`config.mk`:
```
export PLATFORM = sky130hd
export DESIGN_NAME = cpu_sequencer
export DESIGN_NICKNAME = d
export VERILOG_FILES = /design/src/rtl/cpu_sequencer.sv
export SDC_FILE = /design/constraint.sdc
export NUM_CORES = 1
export LEC_CHECK = 0
export ABC_AREA = 1
export CORE_MARGIN = 2
export CORE_UTILIZATION = 40
export CTS_CLUSTER_DIAMETER = 30
export DETAILED_ROUTE_END_ITERATION = 7
export GPL_TIMING_DRIVEN = 0
export PLACE_DENSITY = 0.69
export SETUP_SLACK_MARGIN = 0.1
export SYNTH_ARGS = -nofsm -noshare
export SYNTH_HDL_FRONTEND = slang
export SYNTH_SLANG_ARGS = --single-unit
export TNS_END_PERCENT = 30
```
`constraint.sdc`:
```
create_clock -name clk -period 1.6 [get_ports clk]
set_clock_uncertainty 0.1 [all_clocks]
set_input_delay 0.32 -clock clk [delete_from_list [all_inputs] [get_ports clk]]
set_output_delay 0.32 -clock clk [all_outputs]
set_load 0.01 [all_outputs]
```
`src/rtl/cpu_sequencer.sv`:
```
// Multi-cycle control sequencer for the 8-bit accumulator CPU.
// Steps each instruction through fetch/decode/exec-or-mem/write-back with one-cycle strobes.
//
// state  | meaning
// -------+-------------------------------------------------------------
// IDLE   | waiting for run or step, no strobes
// FETCH  | instruction read from PC address, ir_load on mem_ready
// DECODE | regBuf capture, choose EXEC or MEM from ctl_mem_sc
// EXEC   | ALU settles, no strobes
// MEM    | data access at acc_out address, store when ctl_memWE
// WB     | accum/shiftregs write, PC increment or branch, retire
// FAULT  | memory timeout, sticky until rst_n
module cpu_sequencer #(
  parameter int CNT_W   = 16,
  parameter int TIMEOUT = 15
) (
  input  logic             clk,
  input  logic             rst_n,
  input  logic             run,
  input  logic             step,
  input  logic             ctl_regWE,
  input  logic             ctl_accWE,
  input  logic             ctl_memWE,
  input  logic             ctl_mem_sc,
  input  logic             ctl_brnch,
  input  logic             acc_nz,
  input  logic             mem_ready,
  output logic             mem_req,
  output logic             mem_we,
  output logic             mem_addr_sel,
  output logic             ir_load,
  output logic             regbuf_load,
  output logic             acc_we,
  output logic             reg_we,
  output logic             pc_inc,
  output logic             pc_load,
  output logic             busy,
  output logic             fault,
  output logic [2:0]       state,
  output logic [CNT_W-1:0] instr_count
);

  localparam logic [2:0] S_IDLE   = 3'd0;
  localparam logic [2:0] S_FETCH  = 3'd1;
  localparam logic [2:0] S_DECODE = 3'd2;
  localparam logic [2:0] S_EXEC   = 3'd3;
  localparam logic [2:0] S_MEM    = 3'd4;
  localparam logic [2:0] S_WB     = 3'd5;
  localparam logic [2:0] S_FAULT  = 3'd7;

  localparam logic [7:0] TMO = 8'(TIMEOUT);

  logic [2:0]       r_state;
  logic [2:0]       w_next;
  logic [7:0]       r_wait;
  logic             r_single;
  logic [CNT_W-1:0] r_count;
  logic             w_waiting;
  logic             w_tmo;

  assign w_waiting = (r_state == S_FETCH) || (r_state == S_MEM);
  assign w_tmo     = w_waiting && !mem_ready && (r_wait == TMO);

  always_comb begin
    w_next = r_state;
    case (r_state)
      S_IDLE:   if (run || step) w_next = S_FETCH;
      S_FETCH: begin
        if (mem_ready)  w_next = S_DECODE;
        else if (w_tmo) w_next = S_FAULT;
      end
      S_DECODE: w_next = ctl_mem_sc ? S_MEM : S_EXEC;
      S_EXEC:   w_next = S_WB;
      S_MEM: begin
        if (mem_ready)  w_next = S_WB;
        else if (w_tmo) w_next = S_FAULT;
      end
      S_WB:     w_next = (r_single || !run) ? S_IDLE : S_FETCH;
      S_FAULT:  w_next = S_FAULT;
      default:  w_next = S_IDLE;
    endcase
  end

  always_ff @(posedge clk or negedge rst_n) begin
    if (!rst_n) begin
      r_state  <= S_IDLE;
      r_wait   <= 8'd0;
      r_single <= 1'b0;
      r_count  <= '0;
    end else begin
      r_state <= w_next;

      // Counter restarts whenever a memory-wait state is newly entered.
      if ((w_next != r_state) && ((w_next == S_FETCH) || (w_next == S_MEM)))
        r_wait <= 8'd0;
      else if (w_waiting && !mem_ready)
        r_wait <= r_wait + 8'd1;

      if (r_state == S_IDLE) begin
        if (run)       r_single <= 1'b0;
        else if (step) r_single <= 1'b1;
      end else if ((r_state == S_WB) && (w_next == S_IDLE)) begin
        r_single <= 1'b0;
      end

      if (r_state == S_WB)
        r_count <= r_count + CNT_W'(1);
    end
  end

  always_comb begin
    mem_req      = 1'b0;
    mem_we       = 1'b0;
    mem_addr_sel = 1'b0;
    ir_load      = 1'b0;
    regbuf_load  = 1'b0;
    acc_we       = 1'b0;
    reg_we       = 1'b0;
    pc_inc       = 1'b0;
    pc_load      = 1'b0;
    case (r_state)
      S_FETCH: begin
        mem_req = 1'b1;
        ir_load = mem_ready;
      end
      S_DECODE: regbuf_load = 1'b1;
      S_MEM: begin
        mem_req      = 1'b1;
        mem_addr_sel = 1'b1;
        mem_we       = ctl_memWE;
      end
      S_WB: begin
        acc_we  = ctl_accWE;
        reg_we  = ctl_regWE;
        pc_load = ctl_brnch & acc_nz;
        pc_inc  = ~(ctl_brnch & acc_nz);
      end
      default: ;
    endcase
  end

  assign busy        = (r_state != S_IDLE) && (r_state != S_FAULT);
  assign fault       = (r_state == S_FAULT);
  assign state       = r_state;
  assign instr_count = r_count;

endmodule

```
==> impl_metrics.py <==
metrics = {
    "finish": {
        "nFillCells": 339,
        "diodes": 0,
        "seq_area_sq_um": 704,
        "drive_gt1_share_pct": 41.7,
        "multi_input_comb_area_sq_um": 1020,
        "final_nets": 285,
        "syn2layout_area_growth_pct": 49.9,
    },
    "worst_setup_path": {
        "cp-end-kind": "primary output",
        "crit_required_ps": 1180,
        "cp_max_fo": 3,
        "startpoint_type": "flip-flop",
        "cp.arrival_ps": 1380,
        "critPathKind": "reg -> out",
    },
    "timing": {
        "hold_slack_ps": -28.4,
        "rsz0062_at_grt": "true",
        "slew_headroom_pct": 53.6,
        "layout_min_cycle_time_ps": 1800,
        "hold_viol_final": 28,
        "fmax_mhz": 554,
        "worstMarginPinSlew_ps": 697,
        "slew_violations": 0,
        "fin_crit_sh_pct": 113,
        "setup_ws_ps": -204,
        "setup_tns_ps": -3130,
        "setup-violations-final": 24,
    },
    "run": {
        "drv_cap": 0,
    },
    "logic_synthesis": {
        "synth_cell_types": 32,
        "syn-num-nets": 210,
        "ys_ff_latch": 28,
        "synth_cells": 197,
        "syn_avg_cell_area_sq_um": 8.65,
        "synth_area_sq_um": 1700,
        "ys_warn_count": 0,
        "seq_area_frac_synth_pct": 41.1,
    },
    "placed_design": {
        "place_ws_ps": -450,
        "dp_hpwl_um": 2440,
        "gp_congestion": 0.762,
        "portBuffers": 40,
    },
    "routing": {
        "wl_per_cell_um": 12.6,
        "dr.pass1.iters": 4,
        "drt_iter0_drc": 105,
        "dr_total_vias": 1516,
        "drc": 0,
        "routed_wl_um": 4030,
        "vias_per_cell": 4.72,
        "ant_nets": 0,
    },
    "status": {
        "status": "complete, but fails checks",
        "violations": "hold timing, setup timing",
    },
    "pwr": {
        "fin_total_pwr_mw": 1.20,
        "p_leak_nw": 1.33,
        "p_per_area_nw_per_um2": 468,
        "vdd_drop_max_mv": 0.281,
    },
    "clock_tree": {
        "cts_made_buffers": 3,
        "clock-sinks": 28,
        "cts_tree": "done",
        "clk_pin_slew_ps": 100,
        "htreeDepth": 1,
        "clockRootBuffer": "clkbuf_8",
        "clockBufferDepth": 2,
        "clock_latency_ps": 270,
    },
    "floorplan": {
        "placementRows": 23,
        "die_h_um": 69.3,
        "io_pins": 41,
        "die_area_sq_um": 4800,
        "core_sq_um": 4060,
        "die_w_um": 69.3,
        "initial_core_util_pct": 42.0,
    },
    "grt": {
        "grt_pass1_vias": 1568,
        "grt_max_degree": 29,
        "antenna_found_initial": 0,
        "overflow": 0,
        "grt_pass1_wl_um": 6800,
        "track_usage_pct": 16.6,
    },
    "worst_hold_path": {
        "hp-class": "in -> async",
    },
}
state kept, by name, summed over array words and instances (netlist names):
name / flops
r_wait: 8
state: 3
r_single: 1
instr_count: 16
what timing repair did:
| action | 4_1_cts | 5_1_grt |
|---|---|---|
| setup endpoints to repair | 76 | 36 |
| gates resized for setup | 85 | 24 |
| pin swaps | 25 | 20 |
| buffers inserted | 28 | 2 |
| endpoints found under the hold margin | 0 | 0 |
| hold buffers | 0 | 0 |
power breakdown:
group	internal, mW	switching (mW)
clock	0.220	0.222
combinational	0.0217	0.0246
sequential	0.707	0
total	0.949	0.246
worst max-delay path: stages, from the launching register on:
cell and delay, ps:
dfrtp_2 460, buf_6 140, nor2_4 80, inv_2 70, nor2_4 110, inv_2 60, nor2_1 70, buf_2 130
synthesized netlist by cell type:
| cell type | count | share of area (%) |
|---|---|---|
| nand2_1 | 37 | 8.1 |
| dfrtp_1 | 28 | 41 |
| inv_1 | 22 | 4.8 |
| nand3_1 | 17 | 5.0 |
| nor2_1 | 17 | 3.7 |
| xor2_1 | 14 | 7.2 |
| a21oi_2 | 8 | 4.1 |
| inv_2 | 6 | 1.3 |
| xnor2_1 | 6 | 3.1 |
| nand2_2 | 5 | 1.8 |
| nor2_2 | 4 | 1.5 |
| nor2_4 | 4 | 2.6 |
| nand4_1 | 3 | 1.1 |
| nor3_2 | 3 | 1.8 |
| a21oi_1 | 2 | 0.59 |
| buf_4 | 2 | 0.88 |
| ha_1 | 2 | 1.5 |
| nand2_4 | 2 | 1.3 |
| nor3_1 | 2 | 0.59 |
| a21o_1 | 1 | 0.44 |
| inv_4 | 1 | 0.37 |
| nand3_2 | 1 | 0.59 |
| nand3_4 | 1 | 1.0 |
| nand3b_1 | 1 | 0.44 |
| nand4_4 | 1 | 1.2 |
| nor2_8 | 1 | 1.2 |
| o211ai_1 | 1 | 0.44 |
| o21ai_0 | 1 | 0.29 |
| o21ai_1 | 1 | 0.29 |
| o21ai_2 | 1 | 0.51 |
| o21bai_1 | 1 | 0.44 |
| or2_4 | 1 | 0.51 |
cells in the final DEF, fill, tap and decap left out, types with 2 or more instances in the layout:
cell type and n:
inv_1 22, clkbuf_8 4, nand3_1 12, inv_2 4, xor2_1 14, dlygate4sd2_1 15, buf_6 9, a21oi_1 2
inv_4 3, clkdlybuf4s50_1 9, nand2_4 6, nand3_2 6, nor2_2 5, buf_2 10, dlymetal6s2s_1 2, dfrtp_1 25
buf_4 26, xnor2_1 6, nor3_4 3, nor2_1 11, nand2_1 30, nand2_2 8, nor2_4 9, dfrtp_2 3
nand4_1 3, a21oi_2 8
stage by stage:
stage | hold slack [ps] | cell area [sq um] | instances | utilization, %
floorplan | -75.6 | 1740 | 197 | -
CTS | 372 | 2460 | 319 | 60.7
global route | 17.6 | 2550 | 321 | 62.9
finish | -28.4 | 2550 | 321 | 62.9
global placement | 361 | 2200 | 287 | 54.3
detailed placement | 356 | 2200 | 287 | 54.3
layout make-up:
cell class | instances | area share (%)
Multi-Input combinational cell | 138 | 39.8
Sequential cell | 28 | 27.6
Timing Repair Buffer | 70 | 22.5
Inverter | 29 | 4.56
Tap cell | 50 | 2.45
Clock buffer | 4 | 2.16
Buffer | 2 | 0.882
worst paths after layout:
check / from / cells after the start / to / slack [ps]
setup / recovery: state[1]$_DFF_PN0_ / 7 / mem_we / -200
hold / removal: rst_n / 1 / r_wait[7]$_DFFE_PN0P_ / -30
setup reg to reg: state[1]$_DFF_PN0_ / 11 / r_wait[1]$_DFFE_PN0P_ / -190
hold reg to reg: instr_count[15]$_DFFE_PN0P_ / 1 / instr_count[15]$_DFFE_PN0P_ / 370
max in group asynchronous: rst_n / 1 / instr_count[4]$_DFFE_PN0P_ / 940
min in group clk: instr_count[15]$_DFFE_PN0P_ / 1 / instr_count[15]$_DFFE_PN0P_ / 370
routing by layer:
metal	vias to the layer above	wire, um	GRT usage (%)
met5	-	0	0
met4	0	0	3.05
met3	0	180	1.89
met2	35	2020	29.8
met1	712	1830	21.7
li1	769	-	-
cell families after synthesis:
kind of cell	after synthesis	synth area share [%]
buffers and inverters	31	7.42
xor gates and xnor gates	20	10.3
AOI/OAI and AO/OA	16	7.12
and+or+nand+nor	100	32.6
adders and majority gates	2	1.47
DFF	28	41.1
No activity file was read; power rests on OpenSTA's default activity.
